**src/rtl/cpu_ctrl_pkg.sv**
```systemverilog
// Shared encodings for the hardwired CPU control unit: opcodes, ALU codes,
// sequencer states and IR field positions. The datapath ALU uses the same ALU codes.
package cpu_ctrl_pkg;

  localparam int OPC_WIDTH   = 5;
  localparam int ALU_W       = 4;
  localparam int REG_FIELD_W = 4;

  localparam int IR_OPC_MSB = 31;
  localparam int IR_RA_MSB  = 26;
  localparam int IR_RB_MSB  = 22;
  localparam int IR_RC_MSB  = 18;
  localparam int IR_C_MSB   = 18;

  localparam logic [OPC_WIDTH-1:0] OP_ADD  = 5'b00011;
  localparam logic [OPC_WIDTH-1:0] OP_SUB  = 5'b00100;
  localparam logic [OPC_WIDTH-1:0] OP_SHR  = 5'b00101;
  localparam logic [OPC_WIDTH-1:0] OP_SHL  = 5'b00110;
  localparam logic [OPC_WIDTH-1:0] OP_ROR  = 5'b00111;
  localparam logic [OPC_WIDTH-1:0] OP_ROL  = 5'b01000;
  localparam logic [OPC_WIDTH-1:0] OP_AND  = 5'b01001;
  localparam logic [OPC_WIDTH-1:0] OP_OR   = 5'b01010;
  localparam logic [OPC_WIDTH-1:0] OP_ADDI = 5'b01011;
  localparam logic [OPC_WIDTH-1:0] OP_ANDI = 5'b01100;
  localparam logic [OPC_WIDTH-1:0] OP_ORI  = 5'b01101;
  localparam logic [OPC_WIDTH-1:0] OP_MUL  = 5'b01110;
  localparam logic [OPC_WIDTH-1:0] OP_DIV  = 5'b01111;
  localparam logic [OPC_WIDTH-1:0] OP_NEG  = 5'b10000;
  localparam logic [OPC_WIDTH-1:0] OP_NOT  = 5'b10001;
  localparam logic [OPC_WIDTH-1:0] OP_MFHI = 5'b10111;
  localparam logic [OPC_WIDTH-1:0] OP_MFLO = 5'b11000;
  localparam logic [OPC_WIDTH-1:0] OP_NOP  = 5'b11001;
  localparam logic [OPC_WIDTH-1:0] OP_HALT = 5'b11010;

  localparam logic [ALU_W-1:0] ALU_NONE = 4'b0000;
  localparam logic [ALU_W-1:0] ALU_ADD  = 4'b0001;
  localparam logic [ALU_W-1:0] ALU_SUB  = 4'b0010;
  localparam logic [ALU_W-1:0] ALU_AND  = 4'b0011;
  localparam logic [ALU_W-1:0] ALU_OR   = 4'b0100;
  localparam logic [ALU_W-1:0] ALU_SHR  = 4'b0101;
  localparam logic [ALU_W-1:0] ALU_SHL  = 4'b0110;
  localparam logic [ALU_W-1:0] ALU_ROR  = 4'b0111;
  localparam logic [ALU_W-1:0] ALU_ROL  = 4'b1000;
  localparam logic [ALU_W-1:0] ALU_MUL  = 4'b1001;
  localparam logic [ALU_W-1:0] ALU_DIV  = 4'b1010;
  localparam logic [ALU_W-1:0] ALU_NEG  = 4'b1011;
  localparam logic [ALU_W-1:0] ALU_NOT  = 4'b1100;

  typedef enum logic [3:0] {
    S_RST, S_T0, S_T1, S_T2, S_T3, S_T4, S_T5, S_T6, S_HALT
  } state_t;

  // Instruction families that share one execute sequence.
  typedef enum logic [2:0] {
    CLS_NONE, CLS_RTYPE, CLS_IMM, CLS_MULDIV, CLS_UNARY, CLS_MFHI, CLS_MFLO, CLS_HALT
  } op_class_t;

  function automatic op_class_t op_class(input logic [OPC_WIDTH-1:0] opc);
    case (opc)
      OP_ADD, OP_SUB, OP_SHR, OP_SHL,
      OP_ROR, OP_ROL, OP_AND, OP_OR:  return CLS_RTYPE;
      OP_ADDI, OP_ANDI, OP_ORI:       return CLS_IMM;
      OP_MUL, OP_DIV:                 return CLS_MULDIV;
      OP_NEG, OP_NOT:                 return CLS_UNARY;
      OP_MFHI:                        return CLS_MFHI;
      OP_MFLO:                        return CLS_MFLO;
      OP_HALT:                        return CLS_HALT;
      default:                        return CLS_NONE;
    endcase
  endfunction

  function automatic logic [ALU_W-1:0] alu_code(input logic [OPC_WIDTH-1:0] opc);
    case (opc)
      OP_ADD, OP_ADDI: return ALU_ADD;
      OP_SUB:          return ALU_SUB;
      OP_AND, OP_ANDI: return ALU_AND;
      OP_OR,  OP_ORI:  return ALU_OR;
      OP_SHR:          return ALU_SHR;
      OP_SHL:          return ALU_SHL;
      OP_ROR:          return ALU_ROR;
      OP_ROL:          return ALU_ROL;
      OP_MUL:          return ALU_MUL;
      OP_DIV:          return ALU_DIV;
      OP_NEG:          return ALU_NEG;
      OP_NOT:          return ALU_NOT;
      default:         return ALU_NONE;
    endcase
  endfunction

endpackage

```
**src/rtl/reg_select_decode.sv**
```systemverilog
// Turns the selected IR register field (Ra/Rb/Rc) into one-hot register
// load and bus-drive enables.
module reg_select_decode
  import cpu_ctrl_pkg::*;
#(
  parameter int NUM_REGS = 16
) (
  input  logic [31:0]         ir,
  input  logic [2:0]          gr_sel,   // one-hot {Gra, Grb, Grc}
  input  logic                rin_en,
  input  logic                rout_en,
  output logic [NUM_REGS-1:0] r_in,
  output logic [NUM_REGS-1:0] r_out
);

  logic [REG_FIELD_W-1:0] reg_field;
  logic                   field_valid;
  logic                   unused_ir_bits;

  assign unused_ir_bits = ^{ir[IR_OPC_MSB -: OPC_WIDTH], ir[IR_RC_MSB-REG_FIELD_W:0]};

  always_comb begin
    reg_field   = '0;
    field_valid = 1'b1;
    if (gr_sel[2])      reg_field = ir[IR_RA_MSB -: REG_FIELD_W];
    else if (gr_sel[1]) reg_field = ir[IR_RB_MSB -: REG_FIELD_W];
    else if (gr_sel[0]) reg_field = ir[IR_RC_MSB -: REG_FIELD_W];
    else                field_valid = 1'b0;
  end

  genvar gi;
  generate
    for (gi = 0; gi < NUM_REGS; gi++) begin : g_dec
      logic hit;
      assign hit       = field_valid && (int'(reg_field) == gi);
      assign r_in[gi]  = rin_en  & hit;
      assign r_out[gi] = rout_en & hit;
    end
  endgenerate

endmodule

```
**src/rtl/control_sequencer.sv**
```systemverilog
// Hardwired T0..T6 control sequencer: fetch with memory stall, then a
// per-opcode execute sequence driving every datapath strobe.
module control_sequencer
  import cpu_ctrl_pkg::*;
#(
  parameter int NUM_REGS = 16,
  parameter int OPC_W    = 5
) (
  input  logic                clk,
  input  logic                clr,
  input  logic [31:0]         IR,
  input  logic                mem_rdy,
  input  logic                stop,
  output logic                run,
  output logic [NUM_REGS-1:0] r_in,
  output logic [NUM_REGS-1:0] r_out,
  output logic                PCout,
  output logic                ZLOWout,
  output logic                ZHIout,
  output logic                MDRout,
  output logic                HIout,
  output logic                LOout,
  output logic                Cout,
  output logic                PC_in,
  output logic                IR_in,
  output logic                Y_in,
  output logic                Z_in,
  output logic                MAR_in,
  output logic                MDR_in,
  output logic                HI_in,
  output logic                LO_in,
  output logic                Inc_PC,
  output logic                read,
  output logic [3:0]          ALU_select
);

  state_t           state_reg, state_next;
  logic [OPC_W-1:0] opcode;
  op_class_t        op_cls;
  logic [2:0]       gr_sel;
  logic             rin_en, rout_en;

  assign opcode = IR[IR_OPC_MSB -: OPC_W];
  assign op_cls = op_class(opcode);

  always_ff @(posedge clk or posedge clr) begin
    if (clr) state_reg <= S_RST;
    else     state_reg <= state_next;
  end

  always_comb begin
    state_next = state_reg;
    run = (state_reg != S_RST) && (state_reg != S_HALT);
    {PCout, ZLOWout, ZHIout, MDRout, HIout, LOout, Cout} = '0;
    {PC_in, IR_in, Y_in, Z_in, MAR_in, MDR_in, HI_in, LO_in} = '0;
    {Inc_PC, read} = '0;
    ALU_select = ALU_NONE;
    gr_sel     = 3'b000;
    rin_en     = 1'b0;
    rout_en    = 1'b0;

    case (state_reg)
      S_RST: state_next = S_T0;
      S_T0: begin
        if (stop) begin
          state_next = S_HALT;
        end else begin
          {PCout, MAR_in, Inc_PC, Z_in} = 4'b1111;
          state_next = S_T1;
        end
      end
      // Hold in T1 with only read asserted until memory data is valid.
      S_T1: begin
        read = 1'b1;
        if (mem_rdy) begin
          {ZLOWout, PC_in, MDR_in} = 3'b111;
          state_next = S_T2;
        end
      end
      S_T2: begin
        {MDRout, IR_in} = 2'b11;
        state_next = S_T3;
      end
      S_T3: begin
        state_next = S_T0;
        case (op_cls)
          CLS_RTYPE, CLS_IMM: begin
            gr_sel = 3'b010; rout_en = 1'b1; Y_in = 1'b1; state_next = S_T4;
          end
          CLS_MULDIV: begin
            gr_sel = 3'b100; rout_en = 1'b1; Y_in = 1'b1; state_next = S_T4;
          end
          CLS_UNARY: begin
            gr_sel = 3'b010; rout_en = 1'b1; ALU_select = alu_code(opcode);
            Z_in = 1'b1; state_next = S_T4;
          end
          CLS_MFHI: begin HIout = 1'b1; gr_sel = 3'b100; rin_en = 1'b1; end
          CLS_MFLO: begin LOout = 1'b1; gr_sel = 3'b100; rin_en = 1'b1; end
          CLS_HALT: state_next = S_HALT;
          default: ;
        endcase
      end
      S_T4: begin
        state_next = S_T0;
        case (op_cls)
          CLS_RTYPE: begin
            gr_sel = 3'b001; rout_en = 1'b1; ALU_select = alu_code(opcode);
            Z_in = 1'b1; state_next = S_T5;
          end
          CLS_IMM: begin
            Cout = 1'b1; ALU_select = alu_code(opcode); Z_in = 1'b1; state_next = S_T5;
          end
          CLS_MULDIV: begin
            gr_sel = 3'b010; rout_en = 1'b1; ALU_select = alu_code(opcode);
            Z_in = 1'b1; state_next = S_T5;
          end
          CLS_UNARY: begin ZLOWout = 1'b1; gr_sel = 3'b100; rin_en = 1'b1; end
          default: ;
        endcase
      end
      S_T5: begin
        state_next = S_T0;
        case (op_cls)
          CLS_RTYPE, CLS_IMM: begin ZLOWout = 1'b1; gr_sel = 3'b100; rin_en = 1'b1; end
          CLS_MULDIV: begin ZLOWout = 1'b1; LO_in = 1'b1; state_next = S_T6; end
          default: ;
        endcase
      end
      S_T6: begin
        {ZHIout, HI_in} = 2'b11;
        state_next = S_T0;
      end
      S_HALT: state_next = S_HALT;
      default: state_next = S_RST;
    endcase
  end

  reg_select_decode #(
    .NUM_REGS(NUM_REGS)
  ) u_reg_select_decode (
    .ir      (IR),
    .gr_sel  (gr_sel),
    .rin_en  (rin_en),
    .rout_en (rout_en),
    .r_in    (r_in),
    .r_out   (r_out)
  );

endmodule

```
**config.mk**
```make
export PLATFORM = sky130hd
export DESIGN_NAME = control_sequencer
export DESIGN_NICKNAME = d
export VERILOG_FILES = /design/src/rtl/cpu_ctrl_pkg.sv /design/src/rtl/reg_select_decode.sv /design/src/rtl/control_sequencer.sv
export SDC_FILE = /design/constraint.sdc
export NUM_CORES = 1
export LEC_CHECK = 0
export ABC_AREA = 1
export ABC_CLOCK_PERIOD_IN_PS = 8200
export CAP_MARGIN = 25
export CORE_UTILIZATION = 30
export CTS_BUF_LIST = sky130_fd_sc_hd__clkbuf_2
export DETAILED_ROUTE_END_ITERATION = 7
export PLACE_DENSITY = 0.67
export SLEW_MARGIN = 20
export SYNTH_ARGS = -nofsm -noshare
export SYNTH_HDL_FRONTEND = slang
export SYNTH_HIERARCHICAL = 1
export SYNTH_SLANG_ARGS = --single-unit
```
**constraint.sdc**
```tcl
create_clock -name clk -period 8.2 [get_ports clk]
set_input_delay 2.05 -clock clk [delete_from_list [all_inputs] [get_ports clk]]
set_output_delay 2.05 -clock clk [all_outputs]
set_load 0.01 [all_outputs]
```
* Word level (Yosys, flattened, before mapping)
Memories as Yosys holds them, arrays and structs flattened.
Index checks and enable logic that the tools add are counted.
** Storage, ports and cells
- Register bits :: 4
- Latch bits :: 0
- Bits in writable memories :: 0
- Memory bits (read-only) :: 608
- Input port bits :: 36
- Output and inout port bits :: 54
- Logic and storage cells :: 143
- Memories kept :: 5
** Memory list
- (name not given) :: words 32, bits a word 4, read ports 1, clocked after Yosys merged registers in 0, write ports 0, line cpu_ctrl_pkg.sv:73 : case (opc)
- (name not given) :: words 32, bits a word 4, read ports 1, clocked after Yosys merged registers in 0, write ports 0, line cpu_ctrl_pkg.sv:73
- (name not given) :: words 32, bits a word 4, read ports 1, clocked after Yosys merged registers in 0, write ports 0, line cpu_ctrl_pkg.sv:73
- (name not given) :: words 32, bits a word 4, read ports 1, clocked after Yosys merged registers in 0, write ports 0, line cpu_ctrl_pkg.sv:73
- (name not given) :: words 32, bits a word 3, read ports 1, clocked after Yosys merged registers in 0, write ports 0, line cpu_ctrl_pkg.sv:59 : case (opc)
** Cells by class
- Add/sub/neg operators :: 0
- Multiply operators :: 0
- Divide/modulo/power cells :: 0
- $lt $le $gt $ge :: 0
- Eq/ne operators :: 32
- Shifts and indexed selects :: 0
- Muxes and demuxes :: 45
- Bitwise operators :: 32
- Reductions and logical operators :: 28
** Operators by type and width (count)
- 4-bit == test (second input constant) :: 9
- 1-bit bitwise AND :: 32
- 4-bit by 3-bit == test with 1-bit output (second input constant) :: 8
- 4-bit one-hot mux with 8 select lines :: 1
- 1-bit 2-to-1 mux :: 25
- 4-bit 2-to-1 mux :: 6
- 3-bit one-hot mux with 3 select lines :: 2
- 1-bit logical AND :: 17
- 4-bit by 2-bit == test with 1-bit output (second input constant) :: 4
- 4-bit one-hot mux with 2 select lines :: 2
- 3-bit == test (second input constant) :: 4
- 4-bit one-hot mux with 3 select lines :: 1
- 3-bit 2-to-1 mux :: 3
- 1-bit one-hot mux with 3 select lines :: 3
- 3-bit OR reduction :: 3
- 4-bit by 1-bit == test with 1-bit output (second input constant) :: 2
- 4-bit zero test :: 2
- 2-bit OR reduction :: 4
- 3-bit by 2-bit == test with 1-bit output (second input constant) :: 2
- 3-bit one-hot mux with 2 select lines :: 1
- 4-bit != test (second input constant) :: 1
- 4-bit nonzero test :: 1
- 4-bit OR reduction :: 1
- 3-bit by 1-bit == test with 1-bit output (second input constant) :: 1
- other kinds (2) :: 2

* Depth between registers and ports, before layout
Gate-level depths: netlist of the first run.
An unclocked memory read counts as a cell.
- Depth in word-level cells :: 11
- Depth in mapped cells :: 20
- Mapped depth without buffers :: 20

* Hierarchy
The synthesis of the first run kept the hierarchy.
** By module, submodules not included
- control_sequencer :: instances 1, cells an instance 158, area an instance 1044.8 µm², seq. area each 100.1 µm²
- reg_select_decode :: instances 1, cells an instance 102, area an instance 437.9 µm², seq. area each 0.0 µm²

* Worst setup path after synthesis of the first run
OpenSTA, ideal clock, no wires.
- Path type :: input to output
- From :: input port IR[27]
- To :: output port r_in[6]
- Arrival :: 3.909 ns
- Required time :: 6.150 ns
- Path slack :: 2.241 ns
- Stages :: 19
- Buffers on the path :: 0
- Path through :: inv_1 ha_1 inv_1 nand2_1 nand2_4 nand2_4 nand2_8 clkinv_4 nand2_4 nor2_4 nor2_2 nand3_1 inv_2 nor2_1 inv_1 nand2_2 nor2_1 nand2_1 nor2_1
** Between the ends
- Elaborated cells between the ends (all ways) :: 28
- Classes of those cells :: 7 x eq/ne; 14 x mux; 1 x bitwise; 5 x reduce/logical; 1 x memory
** RTL lines
- start: declaration :: line control_sequencer.sv:11 : input logic [31:0] IR,
- memory 32 x 3 bit (*)
- 3-bit by 2-bit == test with 1-bit output (tied with other cells) :: line control_sequencer.sv:86, control_sequencer.sv:105
- 3-bit OR reduction (no source line) or 2-bit OR reduction (tied branches)
- 3-bit one-hot mux with 2 select lines or 3-bit 2-to-1 mux (tied branches) :: line control_sequencer.sv:86, control_sequencer.sv:123
- 3-bit one-hot mux with 3 select lines (*) :: line control_sequencer.sv:62 : case (state_reg)
- named net gr_sel[2] :: line control_sequencer.sv:40 : logic [2:0] gr_sel;
- 4-bit 2-to-1 mux :: line reg_select_decode.sv:25 : if (gr_sel[2]) reg_field = ir[IR_RA_MSB -: REG_FIELD_W];
- 4-bit == test :: line reg_select_decode.sv:35 : assign hit = field_valid && (int'(reg_field) == gi);
- 1-bit logical AND (*) :: line reg_select_decode.sv:35
- 1-bit bitwise AND (*) :: line reg_select_decode.sv:36 : assign r_in[gi] = rin_en & hit;
- end: declaration :: line control_sequencer.sv:15 : output logic [NUM_REGS-1:0] r_in,
Mark *: on every way through the listed nets, which the timed path passes. The rest lies on a longest branch.

* Worst setup path in the final report of the first run
- From :: input port IR[29]
- To :: output port r_in[2]
** Between the ends
- Word-level cells in the longest chain between the ends :: 10
- Elaborated cells between the ends (all ways) :: 28
- Classes of those cells :: 7 x eq/ne; 14 x mux; 1 x bitwise; 5 x reduce/logical; 1 x memory
** RTL lines
- memory 32 x 3 bit (*)
- 3-bit == test (tied with other cells) :: line control_sequencer.sv:105 : case (op_cls)
- 3-bit one-hot mux with 3 select lines (*) :: line control_sequencer.sv:105
- 3-bit one-hot mux with 3 select lines (*) :: line control_sequencer.sv:62
- named net gr_sel[0] :: line control_sequencer.sv:40
- 4-bit 2-to-1 mux :: line reg_select_decode.sv:27 : else if (gr_sel[0]) reg_field = ir[IR_RC_MSB -: REG_FIELD_W];
- 4-bit 2-to-1 mux :: line reg_select_decode.sv:26 : else if (gr_sel[1]) reg_field = ir[IR_RB_MSB -: REG_FIELD_W];
- 4-bit 2-to-1 mux :: line reg_select_decode.sv:25
- 4-bit by 3-bit == test with 1-bit output :: line reg_select_decode.sv:35
- 1-bit logical AND (*) :: line reg_select_decode.sv:35
- 1-bit bitwise AND (*) :: line reg_select_decode.sv:36
Marks and branches as above.

==> results of run 1 <==
[area by class of cell]
| type | instances | share of cell area (%) |
|---|---|---|
| multi-input combinational | 211 | 51.85 |
| timing repair buffer | 74 | 32.73 |
| inverter | 37 | 6.634 |
| sequential | 4 | 4.422 |
| tap | 67 | 3.704 |
| clock buffer | 3 | 0.6634 |
[worst max-delay path by stage]
stage | start | cells after the start | slack [ns] | end
floorplan | IR[27] | 19 | 2.24 | r_in[6]
global placement | IR[29] | 17 | 0.72 | r_out[10]
detailed placement | IR[27] | 17 | 0.72 | r_out[10]
CTS | IR[29] | 17 | 0.72 | r_out[10]
global route | IR[29] | 17 | 0.38 | r_in[6]
finish | IR[29] | 17 | 0.70 | r_in[2]
[kinds of logic after synthesis]
kind of cell | Yosys count
AO/OA/AOI/OAI | 27
adder cells (fa/ha/maj) | 8
buffers and inverters | 45
flip-flops | 4
AND/OR/NAND/NOR | 176
[critical path, cell delays in order]
cell and delay, ns:
sky130_fd_sc_hd__clkdlybuf4s50_1 0.61, sky130_fd_sc_hd__inv_2 0.13, sky130_fd_sc_hd__ha_1 0.20, sky130_fd_sc_hd__inv_1 0.08, sky130_fd_sc_hd__nand2_1 0.09, sky130_fd_sc_hd__nand2_4 0.09, sky130_fd_sc_hd__nand2_4 0.07, sky130_fd_sc_hd__nand2_8 0.09
sky130_fd_sc_hd__clkinv_4 0.09, sky130_fd_sc_hd__nor3_1 0.51, sky130_fd_sc_hd__nand3_1 0.20, sky130_fd_sc_hd__nand2_1 0.11, sky130_fd_sc_hd__nand2_1 0.08, sky130_fd_sc_hd__nor2_1 0.27, sky130_fd_sc_hd__nand2_1 0.12, sky130_fd_sc_hd__nor2_1 0.09
sky130_fd_sc_hd__clkdlybuf4s50_1 0.55
[metal layers]
| metal | wire [um] | vias up | share of wire, % |
|---|---|---|---|
| met4 | 43 | 0 | 1.0 |
| met2 | 2076 | 40 | 49 |
| met5 | 0 | - | 0 |
| met1 | 1996 | 795 | 47 |
| li1 | - | 957 | - |
| met3 | 122 | 4 | 2.9 |
[cells in the final DEF, fill, tap and decap left out, types with 6 or more instances in the layout]
| cell type | netlist | final |
|---|---|---|
| sky130_fd_sc_hd__clkdlybuf4s50_1 | 0 | 74 |
| sky130_fd_sc_hd__nand2_1 | 61 | 61 |
| sky130_fd_sc_hd__nor2_1 | 53 | 53 |
| sky130_fd_sc_hd__inv_1 | 29 | 29 |
| sky130_fd_sc_hd__nand3_1 | 17 | 17 |
| sky130_fd_sc_hd__a21oi_1 | 12 | 12 |
| sky130_fd_sc_hd__nand2_4 | 10 | 10 |
| sky130_fd_sc_hd__nand2_2 | 9 | 9 |
| sky130_fd_sc_hd__o21ai_0 | 9 | 9 |
| sky130_fd_sc_hd__ha_1 | 8 | 8 |
| sky130_fd_sc_hd__nor2_4 | 6 | 6 |
[per-stage QoR]
stage                     std cells  utilization (%)  setup WS, ns
after floorplan                 260                -         2.241
after global placement          393            47.29        0.7248
after detailed placement        393            47.29        0.7213
after CTS                       396            47.61        0.7167
after global routing            396            47.61        0.3847
final                           396            47.61        0.7022
[power by group through the flow]
stage | clock [mW] | combinational [mW] | sequential (mW)
2_1_floorplan | 0 | 0.162 | 0.0337
3_3_place_gp | 0 | 0.230 | 0.0347
3_5_place_dp | 0 | 0.232 | 0.0348
4_1_cts | 0.0188 | 0.233 | 0.0345
5_1_grt | 0.0213 | 0.259 | 0.0355
6_report | 0.0184 | 0.231 | 0.0345
==> results.md, run 1 <==
Clock tree:
- The count of instances resized after the clock tree is built is 0.
- The clock latency on the worst-skew pair is 0.21 ns.
- The clock passes through at most 2 buffers.
- Clock tree synthesis selected as its root buffer the cell sky130_fd_sc_hd__clkbuf_2.
- The total number of H-tree levels is 1.
- The clock buffer count from CTS is 3.
- The clock sink total is 4.
- The TritonCTS clock tree is built.
- The number of buffers inserted to repair setup after CTS is 0.
- The number of hold-repair buffers added at the cts stage is 0.
- Clock-pin slew was measured on the worst setup and hold paths at 0.04 ns.

Power and ir drop:
- The internal portion of the total power is around 0.13 mW.
- Dividing total power by cell area gives a power density of 125.3 mW/mm^2.
- In this run, the combinational gates consume 81.4% of the power.
- The post-route total power is 0.2835 mW.
- The standby leakage power is 0.9625 nW.
- In this run switching power makes up 54.11% of total power.
- The peak ir drop on the vdd network is roughly 67 uV.
- The share of total power dissipated in sequential elements is 12.2%.
- The switching power total is approximately 0.15 mW.
- The clock network burns 6.5% of the power.

Global route:
- The global-route congestion overflow total is 0.
- In this run the most used layer during global routing was met2.
- For this run, global-route usage on met2 was measured as 28.25%.
- The global routing usage summed across all routing layers is 16.47%.
- The first-pass GRT wire length is 7058 um.
- The initial antenna violation count is 0.
- Entering global routing, the biggest net connects 17 pins.
- The fraction of met3 tracks used by global routing is 1.111%.
- The number of global-route vias before repair was approximately 1600.
- The met1 usage is 22.18%.

Drt:
- Summed over all layers, the routed wires come to around 4200 um.
- After detailed routing, the average wire length per cell comes to about 11 um.
- Dividing the detail-routed via count by the number of cells gives 4.535.
- Before antenna repair, the detailed router went through 4 iterations.
- The detailed router placed 1796 vias in this run.
- The final antenna-violating net count is 0.
- For this run, design rule violations remaining after detail routing come to 0.
- The iteration-0 DRC count of the detailed router is 52.

Final layout:
- The area of the multi-input gates is about 0.0012 mm^2.
- The fill cell total of the finished layout is 530.
- The fraction of layout instances using a drive strength above 1 is 15.20%.
- The number of diodes is 0.
- The growth of design area from synthesis to finish is 52.66%.
- The area taken by flip-flops and latches is about 100 um^2.
- The register with the most flip-flops in the layout has 4 of them.
- The final net count is about 380.
- The finished cells cover 0.002263 mm^2.

Critical path:
- The reg-to-reg startpoint is state_reg[0]$_DFFE_PP0P_.
- The worst setup path category is primary input to output pin.
- Measured in cells, the most critical reg-to-reg path has a length of 7.
- The reg-to-reg endpoint is state_reg[0]$_DFFE_PP0P_.
- The type of element capturing the critical path is an output pin.
- Along the worst path, the maximum fanout reaches 9.
- At the worst endpoint, the required time is slightly above 6 ns.
- The flop-to-flop setup slack is 6.82 ns.
- The startpoint type of the worst setup path is a primary input.
- The arrival time of the worst setup path is 5.45 ns.

Die:
- 90 I/O pins were placed.
- The die height is 72.30 um.
- The floorplan die area is 0.005227 mm^2.
- The core outline area is approximately 0.0048 mm^2.
- The floorplan step set the die width to between 70 and 80 um.
- Once the floorplan was initialized, standard cells occupied 31.18% of the core.
- The initialized floorplan defines 25 standard-cell rows.

Logic synthesis:
- Ranked by instance count, the synthesized netlist is headed by sky130_fd_sc_hd__nand2_1, sky130_fd_sc_hd__nor2_1, sky130_fd_sc_hd__inv_1, sky130_fd_sc_hd__nand3_1, sky130_fd_sc_hd__a21oi_1.
- The area share of the leading cell type in the synthesized netlist is 15.44%.
- The post-synthesis instance area is about 0.0015 mm^2.
- The adder-cell area share of the yosys netlist is 6.751%.
- By instance count, the leading cell after synthesis is sky130_fd_sc_hd__nand2_1.
- The synthesized design spends more area on one cell type than any other, namely sky130_fd_sc_hd__nand2_1.
- The most used flip-flop cell after synthesis is sky130_fd_sc_hd__dfrtp_1.
- By area, the combinational part of the netlist is dominated by simple AND/OR/NAND/NOR gates.
- The number of instances in the synthesized netlist is 260.
- The number of distinct library cells after synthesis is 31.
- Counting flops and latches in the post-synthesis netlist gives 4.
- Yosys printed 6 warnings.
- Sorting the synthesized cells by area gives the leading types as sky130_fd_sc_hd__nand2_1, sky130_fd_sc_hd__nor2_1, sky130_fd_sc_hd__nand2_4.
- The fraction of synthesized area in multiplexers is 0%.
- The share of the synthesized area in compound gates (AO/OA/AOI/OAI) is 10.30%.
- The number of synthesized flops with an enable pin is 0.
- Of the total synthesized cell area, the portion taken by XOR and XNOR cells is 0%.
- The post-synthesis simple-gate area fraction is between 60% and 70%.
- When the netlist entered floorplanning its net count stood at just over 300.
- The proportion of synthesized flip-flops having asynchronous set or reset is 100.0%.
- Sequential elements use 6.751% of the synthesized area.
- A synthesized cell averages approximately 5.7 um^2.

Place:
- The placed wire-length estimate after detailed placement is 3608 um.
- During placement, the flow inserted port buffers numbering 74.
- The final weighted congestion in routability-driven placement is 0.8489.
- The cell area reported after detailed placement is 0.002248 mm^2.

Timing:
- Static timing analysis puts the maximum clock frequency at 0.1334 GHz.
- The final hold slack is 0.5421 ns.
- After layout, the worst path uses a little over 90% of the clock period.
- Measured against its own limit, the worst slew margin works out to roughly 58%.
- The final critical path time including I/O delays and setup is 7.498 ns.
- The final-report max-slew violation count is 0.
- Setup total negative slack on the finished layout was measured at 0 ns.
- Setup repair after global routing left no endpoint under its margin.
- Setup violations remaining at the end of the flow were counted as 0.
- For the final database, setup skew stands at 0.001114 ns.
- The final count of hold timing violations is 0.
- The slew at the pin closest to its max-slew limit is 0.6235 ns.

Hold path:
- The worst hold-check path type is flip-flop to flip-flop.
- The worst hold path begins at state_reg[3]$_DFFE_PP0P_.
- The endpoint of the worst hold path is state_reg[3]$_DFFE_PP0P_.
- Along the worst hold path, the cell count comes to 2.

Outcome:
- The run finished with clean final reports.

Run:
- The total of max-cap violations is 0.
Note: power is estimated with default switching activity, not from simulation.
==> run 2, diff against run 1 <==
--- a/config.mk
+++ b/config.mk
@@ -10,6 +10,7 @@
 export CAP_MARGIN = 25
 export CORE_UTILIZATION = 30
 export CTS_BUF_LIST = sky130_fd_sc_hd__clkbuf_2
+export CTS_CLUSTER_DIAMETER = 200
 export DETAILED_ROUTE_END_ITERATION = 7
 export PLACE_DENSITY = 0.67
 export SLEW_MARGIN = 20
==> results of run 2 <==
No change in the layout: final DEF, timing and power equal those of run 1.
==> run 3, diff against run 2 <==
--- a/config.mk
+++ b/config.mk
@@ -5,14 +5,13 @@
 export SDC_FILE = /design/constraint.sdc
 export NUM_CORES = 1
 export LEC_CHECK = 0
-export ABC_AREA = 1
-export ABC_CLOCK_PERIOD_IN_PS = 8200
+export ABC_CLOCK_PERIOD_IN_PS = 6200
 export CAP_MARGIN = 25
 export CORE_UTILIZATION = 30
 export CTS_BUF_LIST = sky130_fd_sc_hd__clkbuf_2
 export CTS_CLUSTER_DIAMETER = 200
 export DETAILED_ROUTE_END_ITERATION = 7
-export PLACE_DENSITY = 0.67
+export PLACE_DENSITY = 0.71
 export SLEW_MARGIN = 20
 export SYNTH_ARGS = -nofsm -noshare
 export SYNTH_HDL_FRONTEND = slang
==> constraint.sdc (replaced) <==
create_clock -name clk -period 6.2 [get_ports clk]
set_input_delay 1.55 -clock clk [delete_from_list [all_inputs] [get_ports clk]]
set_output_delay 1.55 -clock clk [all_outputs]
set_load 0.01 [all_outputs]
==> run 3 against run 2 <==
Effect of this change:
- the flow now finishes with violations (DRC)
- final cell count decreased by 7.1%
- flip-flop and latch count unchanged
- register-to-register slack worse by 2.5 ns
- non-clock buffer count grew 60
- first-iteration DRC count is 110% higher
- synthesized cell count fell by 24%
- die area fell by 4.5%
- largest cell class unchanged
==> results.md, run 3 <==
Timing:
- Setup repair after global routing could not meet its margin everywhere.
- The final count of negative-setup-slack endpoints is 0.
- The setup slack after layout is ~0.09 ns.
- On the final layout, the worst clock skew is ~0.011 ns.
- The final count of hold timing violations came to 0.
- The max-slew headroom at the worst pin is between 60% and 70%.
- The maximum achievable frequency is 0.1637 GHz.
- The final hold slack is ~0.59 ns.
- The slew at the pin closest to its max-slew limit is 0.5234 ns.
- The final critical path time including I/O delays and setup is 6.108 ns.
- The final-report max-slew violation count is 0.
- The post-route fraction of the period consumed by the critical path is 98.52%.

Die:
- The die is 70.65 um wide.
- The starting density of the core is 31.81%.
- The core region is 0.004444 mm^2.
- Pin placement for this block handled 90 I/O pins.
- The floorplan die area is between 0.004 and 0.005 mm^2.
- After floorplanning, the core was divided into 24 placement rows.
- The die height is a little over 70 um.

Critical path:
- The flop-to-flop setup slack is 4.37 ns.
- The path depth of the worst reg2reg path is 7.
- The reg-to-reg endpoint is state_reg[2]$_DFFE_PP0P_.
- The worst setup path category is primary input to output pin.
- In this run the critical register-to-register path is launched from state_reg[3]$_DFFE_PP0P_.
- Of all nets on the critical path, the largest fanout is 16.
- The largest incremental delay on the critical path is 0.52 ns.
- On the critical path, the stage with the largest delay is an instance of sky130_fd_sc_hd__or4_4.
- The arrival time of the worst setup path is 4.56 ns.
- The type of element capturing the critical path is an output pin.
- Data on the critical path is required at its endpoint by 4.65 ns.
- The cell repeated most along the worst path is sky130_fd_sc_hd__buf_4.
- Together, buffers and inverters on the worst path number 5.
- Traced cell by cell, the critical path runs through dlygate4sd2_1 > buf_4 > buf_4 > and2_1 > o21a_1 > or3_4 > or4_4 > o211ai_4 > buf_6 > a21oi_2 > a22o_4 > nor4_1 > dlygate4sd1_1.
- The startpoint type of the worst setup path is a primary input.
- Grouping stages by cell kind, the critical path spends the most delay in simple AND/OR/NAND/NOR gates.

Logic synthesis:
- After synthesis, the share of flip-flops with an asynchronous set or reset is 100.0%.
- The proportion of synthesized chip area in sequential cells is 7.080%.
- The average footprint of a synthesized cell is 7.177 um^2.
- Yosys printed 6 warnings.
- The area share of the leading cell type in the synthesized netlist is between 10% and 20%.
- The number of distinct library cells after synthesis is 53.
- The number of instances in the synthesized netlist is 197.
- The number of nets handed over by synthesis was 241.
- Ranked by total cell area, the synthesized netlist is headed by sky130_fd_sc_hd__nor4_1, sky130_fd_sc_hd__dfrtp_1, sky130_fd_sc_hd__ha_1.
- By instance count, the leading cell after synthesis is sky130_fd_sc_hd__nor4_1.
- Among all flip-flop cells after synthesis, the most frequent one is sky130_fd_sc_hd__dfrtp_1.
- The post-synthesis instance area is about 0.0014 mm^2.
- The largest area contributor in the netlist is sky130_fd_sc_hd__nor4_1.
- Yosys mapped a number of flops with a built-in enable equal to 0.
- After synthesis the netlist holds a flip-flop and latch count of 4.
- Ranked by instance count, the synthesized netlist is headed by sky130_fd_sc_hd__nor4_1, sky130_fd_sc_hd__nand2_1, sky130_fd_sc_hd__nor2_1, sky130_fd_sc_hd__inv_1, sky130_fd_sc_hd__ha_1.

Clock tree:
- Buffers inserted during clock tree synthesis total 3.
- The TritonCTS clock tree is built.
- The number of hold-repair buffers added at the cts stage is 0.
- At the later pin of the worst-skew pair, clock insertion delay measures between 0.2 and 0.25 ns.
- After clock tree synthesis, the clock-pin slew on the worst setup and hold paths is 0.05 ns.
- In this run the number of H-tree levels came out at 1.
- The root buffer cell is sky130_fd_sc_hd__clkbuf_2.
- In this run the deepest clock path goes through 2 buffers.
- The clock sink total is 4.

Final layout:
- The net count of the finished layout is 362.
- Leaving out fill and tap cells, the most frequent cell in the layout is sky130_fd_sc_hd__buf_4.
- The library cells used most frequently in the layout, excluding fill and tap cells, are sky130_fd_sc_hd__buf_4, sky130_fd_sc_hd__clkdlybuf4s50_1, sky130_fd_sc_hd__clkbuf_2.
- The number of diodes is 0.
- Of the cells placed in the final design, the portion with a size suffix greater than 1 is 45.25%.
- The growth of design area from synthesis to finish is 90.18%.
- The end-of-flow core utilization is 60.50%.
- The number of flip-flops in the largest register is 4.

Place:
- The final weighted congestion in routability-driven placement is 0.9146.
- In this run the tool buffered the top-level ports with 74 buffer cells.
- The placed wire-length estimate after detailed placement is ~3800 um.
- The worst slack at placement is -0.7650 ns.

Drt:
- After detailed routing, the average wire length per cell comes to 14.13 um.
- The count of TritonRoute iterations in the first routing pass is 6.
- For this block, the initial DRC count from the detailed router was around 110.
- The final layout contains routed wiring with a total length of 5201 um.
- For this run, design rule violations remaining after detail routing come to 4.
- The count of nets left with antenna violations once routing finished came out at 0.
- After detailed routing, the number of vias per cell comes to around 5.5.
- Detailed routing inserted a total of between 2000 and 2500 vias.

Global route:
- The first-pass GRT wire length is between 7000 and 8000 um.
- The largest net degree at the start of global routing is 17.
- The global-route congestion overflow total is 0.
- The initial antenna violation count is 0.
- The number of global-route vias before repair is 1855.
- Across every metal layer, demand over resource in global routing totals 19.05%.

Outcome:
- The final reports fail on DRC.
- The flow ran to the end, but the final reports show violations.

Hold path:
- The start point of the worst min-delay path is state_reg[3]$_DFFE_PP0P_.
- The worst hold path depth is 1.
- The path with the worst hold slack has its endpoint at state_reg[0]$_DFFE_PP0P_.
- The path class of the tightest hold or removal check is flip-flop to flip-flop.

Power and ir drop:
- The post-route total power is between 0.3 and 0.4 mW.
- The standby leakage power is 1.137 nW.
- The total power divided by cell area is 130.7 mW/mm^2.
- The peak ir drop on the vdd network is 75.34 uV.

Run:
- Across the run, the number of max-cap violations was 0.
[run 3: worst max-delay path by stage]
| stage | startpoint | end | slack [ns] | cells past startpoint |
|---|---|---|---|---|
| after floorplan | IR[29] | r_in[3] | 0.32 | 14 |
| after detailed placement | IR[27] | r_in[6] | -0.76 | 13 |
| after CTS | IR[28] | r_in[14] | 0.01 | 14 |
| final | IR[28] | r_out[15] | 0.09 | 13 |
| after global routing | IR[28] | r_in[6] | -0.05 | 16 |
| after global placement | IR[27] | r_in[14] | -0.68 | 13 |
[run 3: logic make-up after synthesis]
logic type               after synthesis  share of synthesized area, %
multiplexers                           4                         3.097
AO/OA/AOI/OAI                         45                         25.93
adder cells (fa/ha/maj)                8                         7.080
XOR/XNOR                               1                        0.6196
AND/OR/NAND/NOR                      106                         43.45
flip-flops                             4                         7.080
buffers and inverters                 29                         12.74
[run 3: final cells by class]
cell class | instances | area (um^2)
inverter | 10 | 37.54
fill | 425 | 1755
tap | 52 | 65.06
clock buffer | 3 | 15.01
sequential | 4 | 100.1
timing repair buffer | 134 | 1087
multi-input combinational | 165 | 1384
[run 3: stage by stage]
step	area, um^2	TNS, ns	std cells
final	2689	0	368
after global routing	2689	-0.2183	368
after CTS	2557	0	358
after detailed placement	2430	-20.89	351
after global placement	2430	-18.57	351
after floorplan	1414	0	197
[run 3: what timing repair did]
action | 4_1_cts | 5_1_grt
setup buffers | 4 | 9
resized for setup | 78 | 86
gates cloned | 0 | 1
endpoints found under the setup margin | 32 | 32
pin swaps | 7 | 18
[run 3: metal layers]
layer	track usage [%]	share of wire (%)	wire (um)	vias to the layer above
met4	4.889	0.69	36	0
li1	-	-	-	993
met3	1.709	2.5	132	4
met2	36.68	54	2785	37
met1	22.57	43	2245	973
met5	0	0	0	-
[run 3: power by group]
part           switching (mW)  total (mW)  internal, mW
registers              0.0277      0.0655        0.0378
logic                   0.124       0.262         0.138
clock network          0.0112      0.0243        0.0130
total                   0.163       0.351         0.189
